--- config.mk ---
export PLATFORM = sky130hd
export DESIGN_NAME = rvfi_cover_sequencer
export DESIGN_NICKNAME = d
export VERILOG_FILES = /design/src/rtl/rvfi_cover_pkg.sv /design/src/rtl/rvfi_class_counter.sv /design/src/rtl/rvfi_cover_sequencer.sv
export SDC_FILE = /design/constraint.sdc
export NUM_CORES = 1
export LEC_CHECK = 0
export CAP_MARGIN = 10
export CORE_UTILIZATION = 45
export CTS_BUF_LIST = sky130_fd_sc_hd__clkbuf_16
export DETAILED_ROUTE_END_ITERATION = 10
export PLACE_DENSITY = 0.77
export SLEW_MARGIN = 20
export SYNTH_ARGS = -nofsm -noshare
export SYNTH_HDL_FRONTEND = slang
export SYNTH_SLANG_ARGS = --single-unit
--- constraint.sdc ---
create_clock -name clock -period 2.98 [get_ports clock]
set_input_delay 0.894 -clock clock [delete_from_list [all_inputs] [get_ports clock]]
set_output_delay 0.894 -clock clock [all_outputs]
set_load 0.01 [all_outputs]
--- src/rtl/rvfi_cover_pkg.sv ---
// Shared types and helpers for the RVFI cover run-control sequencer.
// State encoding, class indices and a width-parameterised saturating add.
package rvfi_cover_pkg;

  typedef enum logic [2:0] {
    ST_WARM  = 3'd0,
    ST_RUN   = 3'd1,
    ST_CHECK = 3'd2,
    ST_DONE  = 3'd3,
    ST_FAIL  = 3'd4
  } state_e;

  localparam int NORM = 0;
  localparam int TRAP = 1;
  localparam int INTR = 2;

  // Adds a and b, clamping at 2^w-1 (w up to 32).
  function automatic logic [31:0] sat_add(
    input logic [31:0] a,
    input logic [31:0] b,
    input int          w
  );
    logic [32:0] sum;
    logic [32:0] lim;
    sum = {1'b0, a} + {1'b0, b};
    lim = (33'd1 << w) - 33'd1;
    return (sum > lim) ? lim[31:0] : sum[31:0];
  endfunction

endpackage

--- src/rtl/rvfi_class_counter.sv ---
// Saturating per-class retirement counter: popcount of NRET hit lines.
// Ports: clock, clear (sync), en, hits[NRET], count[CNT_W].
module rvfi_class_counter
  import rvfi_cover_pkg::*;
#(
  parameter int NRET  = 1,
  parameter int CNT_W = 8
) (
  input  logic             clock,
  input  logic             clear,
  input  logic             en,
  input  logic [NRET-1:0]  hits,
  output logic [CNT_W-1:0] count
);

  logic [31:0] inc;

  always_comb begin
    inc = '0;
    for (int i = 0; i < NRET; i++) begin
      inc = inc + 32'(hits[i]);
    end
  end

  always_ff @(posedge clock) begin
    if (clear) begin
      count <= '0;
    end else if (en) begin
      count <= CNT_W'(sat_add(32'(count), inc, CNT_W));
    end
  end

endmodule

--- src/rtl/rvfi_cover_sequencer.sv ---
// Run-control sequencer: warm-up, per-class goal counting, check strobe.
// Ports: clock, reset, rvfi_valid/trap/intr[NRET]; check, done, fail,
// phase[3], cnt_norm/cnt_trap/cnt_intr[CNT_W].
module rvfi_cover_sequencer
  import rvfi_cover_pkg::*;
#(
  parameter int NRET      = 1,
  parameter int CNT_W     = 8,
  parameter int WARMUP    = 4,
  parameter int NORM_GOAL = 8,
  parameter int TRAP_GOAL = 1,
  parameter int INTR_GOAL = 0,
  parameter int TIMEOUT   = 64
) (
  input  logic             clock,
  input  logic             reset,
  input  logic [NRET-1:0]  rvfi_valid,
  input  logic [NRET-1:0]  rvfi_trap,
  input  logic [NRET-1:0]  rvfi_intr,
  output logic             check,
  output logic             done,
  output logic             fail,
  output logic [2:0]       phase,
  output logic [CNT_W-1:0] cnt_norm,
  output logic [CNT_W-1:0] cnt_trap,
  output logic [CNT_W-1:0] cnt_intr
);

  // WARM holds for WARMUP cycles (at least one, since reset lands here).
  localparam logic [CNT_W-1:0] WARM_LAST =
    (WARMUP > 0) ? CNT_W'(WARMUP - 1) : '0;
  localparam logic [CNT_W-1:0] RUN_LAST = CNT_W'(TIMEOUT - 1);
  localparam logic [31:0] NORM_G = 32'(NORM_GOAL);
  localparam logic [31:0] TRAP_G = 32'(TRAP_GOAL);
  localparam logic [31:0] INTR_G = 32'(INTR_GOAL);

  state_e           state;
  state_e           state_nxt;
  logic [CNT_W-1:0] cyc;
  logic [CNT_W-1:0] cyc_nxt;
  logic             goals_met;
  logic             run_en;

  logic [2:0][NRET-1:0]  hits;
  logic [2:0][CNT_W-1:0] cnt;

  assign hits[NORM] = rvfi_valid & ~rvfi_trap & ~rvfi_intr;
  assign hits[TRAP] = rvfi_valid & rvfi_trap;
  assign hits[INTR] = rvfi_valid & rvfi_intr;

  assign run_en = (state == ST_RUN);

  for (genvar k = 0; k < 3; k++) begin : g_cnt
    rvfi_class_counter #(
      .NRET  (NRET),
      .CNT_W (CNT_W)
    ) u_cnt (
      .clock (clock),
      .clear (reset),
      .en    (run_en),
      .hits  (hits[k]),
      .count (cnt[k])
    );
  end

  assign goals_met = (32'(cnt[NORM]) >= NORM_G)
                   && (32'(cnt[TRAP]) >= TRAP_G)
                   && (32'(cnt[INTR]) >= INTR_G);

  always_comb begin
    state_nxt = state;
    cyc_nxt   = cyc;
    unique case (state)
      ST_WARM: begin
        if (cyc == WARM_LAST) begin
          state_nxt = ST_RUN;
          cyc_nxt   = '0;
        end else begin
          cyc_nxt = cyc + CNT_W'(1);
        end
      end
      ST_RUN: begin
        // Goal completion takes priority over a coincident timeout.
        if (goals_met) begin
          state_nxt = ST_CHECK;
        end else if (cyc == RUN_LAST) begin
          state_nxt = ST_FAIL;
        end else begin
          cyc_nxt = cyc + CNT_W'(1);
        end
      end
      ST_CHECK: state_nxt = ST_DONE;
      ST_DONE:  state_nxt = ST_DONE;
      ST_FAIL:  state_nxt = ST_FAIL;
      default:  state_nxt = ST_WARM;
    endcase
  end

  always_ff @(posedge clock) begin
    if (reset) begin
      state <= ST_WARM;
      cyc   <= '0;
    end else begin
      state <= state_nxt;
      cyc   <= cyc_nxt;
    end
  end

  assign check    = (state == ST_CHECK);
  assign done     = (state == ST_DONE);
  assign fail     = (state == ST_FAIL);
  assign phase    = state;
  assign cnt_norm = cnt[NORM];
  assign cnt_trap = cnt[TRAP];
  assign cnt_intr = cnt[INTR];

endmodule

==> impl_metrics.yaml <==
clocking:
  htree_num_levels: 2
  cts_buffer_depth: 2
  post_cts_resized: 0
  root_buffer: "clkbuf_16"
  tritoncts: "done"
  clock_sinks: 35
  numCtsBuffers: 5
  cts.reportedPaths.clkPinSlew_ps: 50
  clk_latency_ps: 270
  post_cts_buffers: 0
  ctsHoldBuffers: 0
final_layout:
  postLayoutCellArea_um2: 2480
  nets: 281
  nFillCells: 365
  drive_above_1_share_pct: 4.07
  syn_to_final_growth_pct: 26.2
  diodes: 0
global_route:
  antenna_found_initial: 0
  grt_usage_pct: 21.3
  grt_pass1_wl_mm: 7.48
  grt_max_degree: 17
  first_global_vias: 1634
  grt_overflow: 0
timing:
  relSlewSlack_pct: 49.5
  fin_skew_ps: 4.46
  hold_violations: 0
  finalMaxSlewViolations: 0
  worst_slew_pin_slew_ps: 757
  period_minus_slack_ps: 2660
  fmax_ghz: 0.376
  fin_crit_sh_pct: 89.2
  setup_tns_ps: 0
  setup_viol: 0
  rsz0062_at_grt: "false"
synth:
  synth_nets: 247
  yosys.area_share.adder_pct: 4.46
  netlist_area_um2: 1960
  ys_seq_area_share_pct: 35.7
  ys_seq_elements: 35
  synthFlopType: "dfxtp_1"
  synth_xor_area_share_pct: 5.35
  synthSimpleGateAreaFrac_pct: 33.8
  syn_area_per_cell_um2: 8.35
  netlist_instances: 235
  synth_compound_area_share_pct: 13.8
  synth_top_family_by_area: "simple AND/OR/NAND/NOR gates"
  yosysUniqueCellTypes: 44
  synth_edf_count: 0
  ys_warn_count: 0
  async_flop_share_pct: 0
  muxShareOfSynthArea_pct: 3.57
setup_path:
  r2r_end: "g_cnt[0].u_cnt.count[7]"
  reg2reg_depth: 4
  critPathMaxFanout: 3
  reg2reg_slack_ps: 910
  end_kind: "flip-flop"
  worstSetupPathType: "in2reg"
  worstPathRequired_ps: 3150
  cp.arrival_ps: 2820
  start_kind: "primary input"
  timing.rr.start: "phase[0]"
floorplanning:
  dieHeight_um: 68.1
  die_area_um2: 4630
  row_count: 23
  coreArea_um2: 4090
  io_pins: 35
  die_w_um: 68.1
  initial_core_util_pct: 48.0
route:
  routedWlPerCell_um: 13.9
  dr.pass1.iters: 4
  wl_mm: 4.44
  vias: 1811
  drc: 0
  drtIter0Drc: 116
  via_per_inst: 5.66
  ant_nets: 0
worst_hold_path:
  min_to: "cyc[1]"
  hp-start: "cyc[1]"
  hold_depth: 2
  hold_class: "reg2reg"
place:
  routabilityCongestion: 0.839
  hpwlAfterDp_mm: 3.11
  port_buffers: 34
  dpl_cell_area_um2: 2340
power_and_ir_drop:
  p_leak_nw: 0.872
  power.density_nw_per_um2: 423
  peakVddDrop_mv: 0.338
run:
  maxCapViolations: 0
run_status:
  status: "complete, no violations"
[stage by stage]
| step | setup WS [ps] | power, mW | utilization [%] | std cells | hold slack [ps] |
|---|---|---|---|---|---|
| after CTS | 335 | 1.06 | 60.6 | 320 | 486 |
| final | 323 | 1.05 | 60.6 | 320 | 482 |
| after global routing | 204 | 1.09 | 60.6 | 320 | 511 |
| after global placement | 99.1 | 0.570 | 57.3 | 312 | 468 |
| after floorplan | 696 | 0.548 | - | 235 | 450 |
| after detailed placement | 70.1 | 0.572 | 57.3 | 312 | 478 |
[layout by cell type (no fill, tap or decap), types with 2 or more instances in the layout]
| cell type | instances |
|---|---|
| a211oi_1 | 4 |
| a21oi_1 | 15 |
| a31oi_1 | 4 |
| and2_1 | 3 |
| and3_1 | 8 |
| and4_1 | 2 |
| and4b_1 | 2 |
| buf_4 | 3 |
| clkbuf_16 | 5 |
| clkdlybuf4s50_1 | 34 |
| dfxtp_1 | 35 |
| ha_1 | 7 |
| inv_1 | 6 |
| mux2i_1 | 7 |
| nand2_1 | 33 |
| nand2b_1 | 7 |
| nand3_1 | 11 |
| nand4_1 | 10 |
| nor2_1 | 14 |
| nor2b_1 | 2 |
| nor3_1 | 11 |
| nor3b_1 | 4 |
| nor4_1 | 4 |
| nor4b_1 | 2 |
| o211a_1 | 2 |
| o21ai_0 | 4 |
| o21bai_1 | 2 |
| o31ai_1 | 2 |
| or4b_1 | 2 |
| xnor2_1 | 4 |
| xor2_1 | 8 |
[worst max-delay path, cell delays in order]
cell	delay (ps)
clkdlybuf4s50_1	480
nor3b_1	340
ha_1	270
nand4_1	130
or4b_1	540
and3_1	170
[registers in the layout, summed over array words and instances (netlist names)]
| register | flops |
|---|---|
| g_cnt.u_cnt.count | 24 |
| cyc | 8 |
| phase | 3 |
[worst max path at each step]
stage / slack, ps / startpoint / cells past startpoint / end
final: 320 / rvfi_valid / 6 / g_cnt[0].u_cnt.count[7]
after global routing: 200 / rvfi_valid / 6 / g_cnt[0].u_cnt.count[7]
after detailed placement: 70 / rvfi_valid / 6 / g_cnt[0].u_cnt.count[7]
after floorplan: 700 / rvfi_trap / 5 / g_cnt[0].u_cnt.count[7]
after CTS: 340 / rvfi_valid / 6 / g_cnt[0].u_cnt.count[7]
after global placement: 100 / rvfi_valid / 6 / g_cnt[0].u_cnt.count[7]
[cell usage after synthesis (3+ instances only)]
cell type   n  share of area [%]
dfxtp_1    35                 36
nand2_1    33                6.3
a21oi_1    15                3.8
nor2_1     14                2.7
nand3_1    11                2.8
nor3_1     11                2.8
nand4_1    10                3.2
and3_1      8                2.5
xor2_1      8                3.6
ha_1        7                4.5
mux2i_1     7                3.6
nand2b_1    7                2.2
clkbuf_1    5               0.96
a211oi_1    4                1.5
a31oi_1     4                1.3
inv_1       4               0.76
nor3b_1     4                1.5
nor4_1      4                1.3
o21ai_0     4                1.0
xnor2_1     4                1.8
and2_1      3               0.96
buf_2       3               0.76
[power by group]
part | internal (mW) | total (mW) | leakage (nW) | switching (mW)
clock network | 0.302 | 0.486 | 0.0762 | 0.184
logic | 0.0328 | 0.0738 | 0.513 | 0.0410
registers | 0.477 | 0.489 | 0.283 | 0.0114
[cells by family (layout without fill, tap and decap cells)]
family,after synthesis,after routing
muxes,7,7
adders and majority gates,7,7
AOI/OAI and AO/OA,41,41
DFF,35,35
xor gates and xnor gates,12,12
buffers and inverters,14,49
and+or+nand+nor,119,119
[metal layers]
| metal | GRT usage [%] | part of all wire (%) | up-vias | wire, µm |
|---|---|---|---|---|
| met1 | 26.9 | 48 | 834 | 2110 |
| met4 | 5.99 | 0.43 | 0 | 19 |
| li1 | - | - | 930 | - |
| met2 | 35.0 | 47 | 45 | 2100 |
| met5 | 0 | 0 | - | 0 |
| met3 | 6.17 | 4.8 | 2 | 213 |
[cell type report]
type | instances | area [µm²] | area share, %
inverters | 4 | 15.0 | 0.606
repair buffers | 37 | 363 | 14.6
flip-flops and latches | 35 | 701 | 28.3
multi-input cells | 186 | 1200 | 48.4
well taps | 50 | 62.6 | 2.53
clock buffers | 5 | 125 | 5.05
clock inverters | 3 | 12.5 | 0.505
No activity file was read; power rests on OpenSTA's default activity.
